File: src/rtl/sram_bus_arbiter.sv
// ----------------------------------------------------------------------------
// sram_bus_arbiter : CPU/ICD sharing of the external SRAM bus (setup/strobe/hold)
// Optional: SRAM_ARB_ROUNDROBIN_EN alternates grants on simultaneous requests
// Revision: 1.0
// ----------------------------------------------------------------------------
`timescale 1ns/1ps
`default_nettype none

module sram_bus_arbiter #(
  parameter int RD_CYCLES = 2,
  parameter int WR_CYCLES = 2
) (
  input  logic        clk6x,
  input  logic        resetn,
  input  logic        cpu_req,
  input  logic        cpu_rwn,
  input  logic [20:0] cpu_addr,
  input  logic [7:0]  cpu_wdata,
  output logic        cpu_ack,
  output logic [7:0]  cpu_rdata,
  input  logic        icd_req,
  input  logic        icd_rwn,
  input  logic [20:0] icd_addr,
  input  logic [7:0]  icd_wdata,
  output logic        icd_ack,
  output logic [7:0]  icd_rdata,
  output logic [20:0] mem_addr,
  output logic [7:0]  mem_wdata,
  output logic        mem_wdata_oe,
  input  logic [7:0]  mem_rdata,
  output logic        m1cs_n,
  output logic        mrd_n,
  output logic        mwr_n,
  output logic        busy
);

  localparam int MAX_CYCLES = (RD_CYCLES > WR_CYCLES) ? RD_CYCLES : WR_CYCLES;
  localparam int CNT_W      = $clog2(MAX_CYCLES) + 1;
  localparam logic [CNT_W-1:0] RD_LOAD = CNT_W'(RD_CYCLES - 1);
  localparam logic [CNT_W-1:0] WR_LOAD = CNT_W'(WR_CYCLES - 1);

`ifdef SRAM_ARB_ROUNDROBIN_EN
  localparam logic RR_EN = 1'b1;
`else
  localparam logic RR_EN = 1'b0;
`endif

  typedef enum logic [1:0] {
    S_IDLE   = 2'd0,
    S_SETUP  = 2'd1,
    S_STROBE = 2'd2,
    S_HOLD   = 2'd3
  } state_t;

  state_t           r_state;
  logic [CNT_W-1:0] r_cnt;
  logic             r_rwn;
  logic             r_gnt_cpu;
  logic             r_last_cpu;
  logic             r_cpu_ack;
  logic             r_icd_ack;
  logic [7:0]       r_cpu_rdata;
  logic [7:0]       r_icd_rdata;
  logic [20:0]      r_mem_addr;
  logic [7:0]       r_mem_wdata;
  logic             r_oe;
  logic             r_cs_n;
  logic             r_rd_n;
  logic             r_wr_n;

  logic w_any_req;
  logic w_pick_cpu;
  logic w_rwn;

  // CPU wins unless both request and rotation says it is the ICD's turn
  assign w_any_req  = cpu_req | icd_req;
  assign w_pick_cpu = cpu_req & (~icd_req | ~RR_EN | ~r_last_cpu);
  assign w_rwn      = w_pick_cpu ? cpu_rwn : icd_rwn;

  always_ff @(posedge clk6x or negedge resetn) begin
    if (!resetn) begin
      r_state     <= S_IDLE;
      r_cnt       <= '0;
      r_rwn       <= 1'b1;
      r_gnt_cpu   <= 1'b0;
      r_last_cpu  <= 1'b0;
      r_cpu_ack   <= 1'b0;
      r_icd_ack   <= 1'b0;
      r_cpu_rdata <= 8'h00;
      r_icd_rdata <= 8'h00;
      r_mem_addr  <= '0;
      r_mem_wdata <= 8'h00;
      r_oe        <= 1'b0;
      r_cs_n      <= 1'b1;
      r_rd_n      <= 1'b1;
      r_wr_n      <= 1'b1;
    end else begin
      r_cpu_ack <= 1'b0;
      r_icd_ack <= 1'b0;
      case (r_state)
        S_IDLE: begin
          if (w_any_req) begin
            r_gnt_cpu   <= w_pick_cpu;
            r_last_cpu  <= w_pick_cpu;
            r_rwn       <= w_rwn;
            r_mem_addr  <= w_pick_cpu ? cpu_addr : icd_addr;
            r_mem_wdata <= w_pick_cpu ? cpu_wdata : icd_wdata;
            r_cnt       <= w_rwn ? RD_LOAD : WR_LOAD;
            r_cs_n      <= 1'b0;
            r_oe        <= ~w_rwn;
            r_state     <= S_SETUP;
          end
        end
        S_SETUP: begin
          if (r_rwn) r_rd_n <= 1'b0;
          else       r_wr_n <= 1'b0;
          r_state <= S_STROBE;
        end
        S_STROBE: begin
          if (r_cnt == '0) begin
            r_rd_n <= 1'b1;
            r_wr_n <= 1'b1;
            // Sample read data at the end of the last strobe cycle
            if (r_rwn && r_gnt_cpu)  r_cpu_rdata <= mem_rdata;
            if (r_rwn && !r_gnt_cpu) r_icd_rdata <= mem_rdata;
            r_cpu_ack <= r_gnt_cpu;
            r_icd_ack <= ~r_gnt_cpu;
            r_state   <= S_HOLD;
          end else begin
            r_cnt <= r_cnt - 1'b1;
          end
        end
        S_HOLD: begin
          r_cs_n  <= 1'b1;
          r_oe    <= 1'b0;
          r_state <= S_IDLE;
        end
        default: r_state <= S_IDLE;
      endcase
    end
  end

  assign cpu_ack      = r_cpu_ack;
  assign icd_ack      = r_icd_ack;
  assign cpu_rdata    = r_cpu_rdata;
  assign icd_rdata    = r_icd_rdata;
  assign mem_addr     = r_mem_addr;
  assign mem_wdata    = r_mem_wdata;
  assign mem_wdata_oe = r_oe;
  assign m1cs_n       = r_cs_n;
  assign mrd_n        = r_rd_n;
  assign mwr_n        = r_wr_n;
  assign busy         = (r_state != S_IDLE);

endmodule

`default_nettype wire
File: config.mk
export PLATFORM = sky130hd
export DESIGN_NAME = sram_bus_arbiter
export DESIGN_NICKNAME = d
export VERILOG_FILES = /design/src/rtl/sram_bus_arbiter.sv
export SDC_FILE = /design/constraint.sdc
export NUM_CORES = 1
export LEC_CHECK = 0
export ABC_AREA = 1
export CAP_MARGIN = 25
export CORE_MARGIN = 5
export CORE_UTILIZATION = 25
export CTS_BUF_LIST = sky130_fd_sc_hd__clkbuf_2 sky130_fd_sc_hd__clkbuf_4 sky130_fd_sc_hd__clkbuf_8
export CTS_CLUSTER_DIAMETER = 100
export CTS_CLUSTER_SIZE = 40
export DETAILED_ROUTE_END_ITERATION = 7
export PLACE_DENSITY = 0.55
export SYNTH_ARGS = -nofsm -noshare
export SYNTH_HDL_FRONTEND = slang
export SYNTH_SLANG_ARGS = --single-unit
File: constraint.sdc
create_clock -name clk6x -period 3.55 [get_ports clk6x]
set_input_delay 0.5325 -clock clk6x [delete_from_list [all_inputs] [get_ports clk6x]]
set_output_delay 0.5325 -clock clk6x [all_outputs]
set_load 0.01 [all_outputs]
==> results.ini <==
[timing]
fin_crit_ps = 2340
worst_pin_slew_ps = 956
hold_violations = 0
tns_ps = 0
rsz0062_at_grt = false
relSlewSlack_pct = 36.2
setup-violations-final = 0
post-route-period-util_pct = 65.9
clock-skew-final_ps = 10.1
max_freq_mhz = 427
maxSlewViolCount = 0

[power_and_ir_drop]
p_leak_nw = 2.16
vdd_drop_max_mv = 0.293
cellPowerDensity_nw_per_um2 = 753

[synthesis]
ys_warn_count = 0
yosysSeqAreaShare_pct = 51.6
synth-async-reset-ratio_pct = 100
avgSynthCellArea_um2 = 7.47
synth-main-ff-cell = dfrtp_1
ys_types = 19
syn_inst = 371
synthesis.nets = 451
synth_edf_count = 0
yosys_register_bits = 57
syn_area_um2 = 2770

[clock_network]
cts_buffers = 9
clk_pin_slew_ps = 70
cts_htree_levels = 3
cts.sinks = 57
cts_root_buf = clkbuf_8
clk_latency_ps = 330
cts_buffer_depth = 2
cts_hold_buf = 0
post_cts_buffers = 0
cts_tree = built
cts-resized-gates = 0

[grt]
grt_pass1_wl_um = 13100
grt_overflow = 0
antenna_found_initial = 0
track_usage_pct = 12.5
grt_max_degree = 45
grt_pass1_vias = 2657

[setup_path]
rr_worst_depth = 7
critPathKind = flop to output pin
r2r-end = mem_addr[6]
crit_start = r_state[0]
cp-start-kind = flop
cp-endpoint = busy
cp_data_arrival_time_ps = 1810
reg2reg_slack_ps = 1660
reg2reg_from = r_state[0]
worst_ep_required_time_ps = 3020
crit_path_max_fanout = 4
endpoint_kind = output pin

[routing]
avgViaCountPerCell = 4.19
routedWlPerCell_um = 12.6
drt_iter0_markers = 150
first_pass_iters = 4
num_vias = 2691
ant_nets = 0
drc_errors = 0
wirelength_um = 8110

[cells_and_area]
nNetsFinal = 577
diodes = 0
area_growth_pct = 56.3
fin_cells = 642
drive_gt1_share_pct = 7.37

[floorplan]
die_h_um = 115
ios = 124
rows = 38
initial_core_util_pct = 25.6
core_area_um2 = 10800
die_area_um2 = 13300
die_x_um = 115

[status]
status = finished clean

[place]
detailed_place_hpwl_um = 6150
gp_congestion = 0.748
io_buffers = 123
post-place-cells = 625

[worst_hold_path]
min_path_type = input port to asynchronous set/reset pin

[job]
maxCapViolations = 0

## layout by cell type (no fill, tap or decap), types with 2 or more instances in the layout
cell | synthesis | layout
nand2_1 | 246 | 246
clkdlybuf4s50_1 | 0 | 122
dfrtp_1 | 53 | 53
inv_1 | 13 | 13
o21ai_0 | 10 | 10
clkbuf_8 | 0 | 9
nand3_1 | 8 | 8
ha_1 | 8 | 8
buf_4 | 0 | 5
clkinv_2 | 0 | 4
dfstp_2 | 4 | 4
nand2_2 | 3 | 3
nor2_1 | 4 | 3
nor2_4 | 2 | 2
clkinvlp_4 | 0 | 2
## state kept, by name, indices dropped and copies added, names as in the netlist
| signal | cells |
|---|---|
| mem_addr | 21 |
| cpu_rdata | 8 |
| icd_rdata | 8 |
| mem_wdata | 8 |
| r_cnt | 2 |
| r_state | 2 |
| cpu_ack | 1 |
| icd_ack | 1 |
| m1cs_n | 1 |
| mem_wdata_oe | 1 |
| mrd_n | 1 |
| mwr_n | 1 |
| r_gnt_cpu | 1 |
| r_rwn | 1 |
## metrics by stage
stage / hold WS (ps) / setup WS [ps] / area, um^2 / util, % / power (W)
after floorplan: 237 / 2150 / 2770 / - / 0.00193
after global placement: 450 / 1240 / 4140 / 38.2 / 0.00276
after detailed placement: 456 / 1170 / 4140 / 38.2 / 0.00278
after CTS: 396 / 1180 / 4310 / 39.7 / 0.00332
after global routing: 222 / 1110 / 4330 / 40.0 / 0.00355
final: 190 / 1210 / 4330 / 40.0 / 0.00327
## power by group
| group | switching, W | internal, W |
|---|---|---|
| registers | 0.000199 | 0.000976 |
| clock network | 0.000260 | 0.000255 |
| logic | 0.000781 | 0.000794 |
| total | 0.00124 | 0.00203 |
## per-layer routing
layer | share of wire [%] | track usage, % | wire [um] | vias up
li1 | - | - | - | 1378
met1 | 46 | 17.0 | 3750 | 1197
met2 | 43 | 18.6 | 3470 | 105
met3 | 9.8 | 4.47 | 796 | 11
met4 | 1.2 | 3.99 | 95 | 0
met5 | 0 | 0 | 0 | -
## Yosys cell counts, types with 2 or more instances
master	number	area, um^2
nand2_2	3	18.8
dfrtp_1	53	1330
ha_1	8	100
nor2_4	2	22.5
nand3_1	8	40.0
nand2_1	246	923
inv_1	13	48.8
nor2_1	4	15.0
dfstp_2	4	105
buf_2	11	55.1
o21ai_0	10	50.1
clkbuf_1	2	7.51
## worst max-delay path, stage by stage (launching register included)
cell	delay, ps
dfrtp_1	400
inv_1	110
ha_1	260
inv_1	150
clkdlybuf4s50_1	560
## how the worst min path moves through the flow
stage	from	to	slack, ps	cells after the start
finish	resetn	mem_wdata[4]	190	1
global route	resetn	mem_wdata[4]	220	1
CTS	resetn	mem_wdata[4]	400	1
detailed placement	mrd_n	mrd_n	460	2
global placement	mwr_n	mwr_n	450	2
floorplan	resetn	cpu_ack	240	0
## layout make-up
type	instances	area, um^2
flip-flops and latches	57	1430
repair buffers	129	1290
clock inverters	6	35.0
well taps	140	175
clock buffers	10	131
inverters	14	52.6
fillers	1162	6510
multi-input cells	286	1220
## cells by family (layout without fill, tap and decap cells)
kind of cell,after synthesis,in the layout,share of synthesized area [%]
fa+ha+maj,8,8,3.61
simple gates,266,266,37.8
flops,57,57,51.6
buf+inv,28,159,4.56
compound gates,12,12,2.39
(Power assumes the default switching activity.)
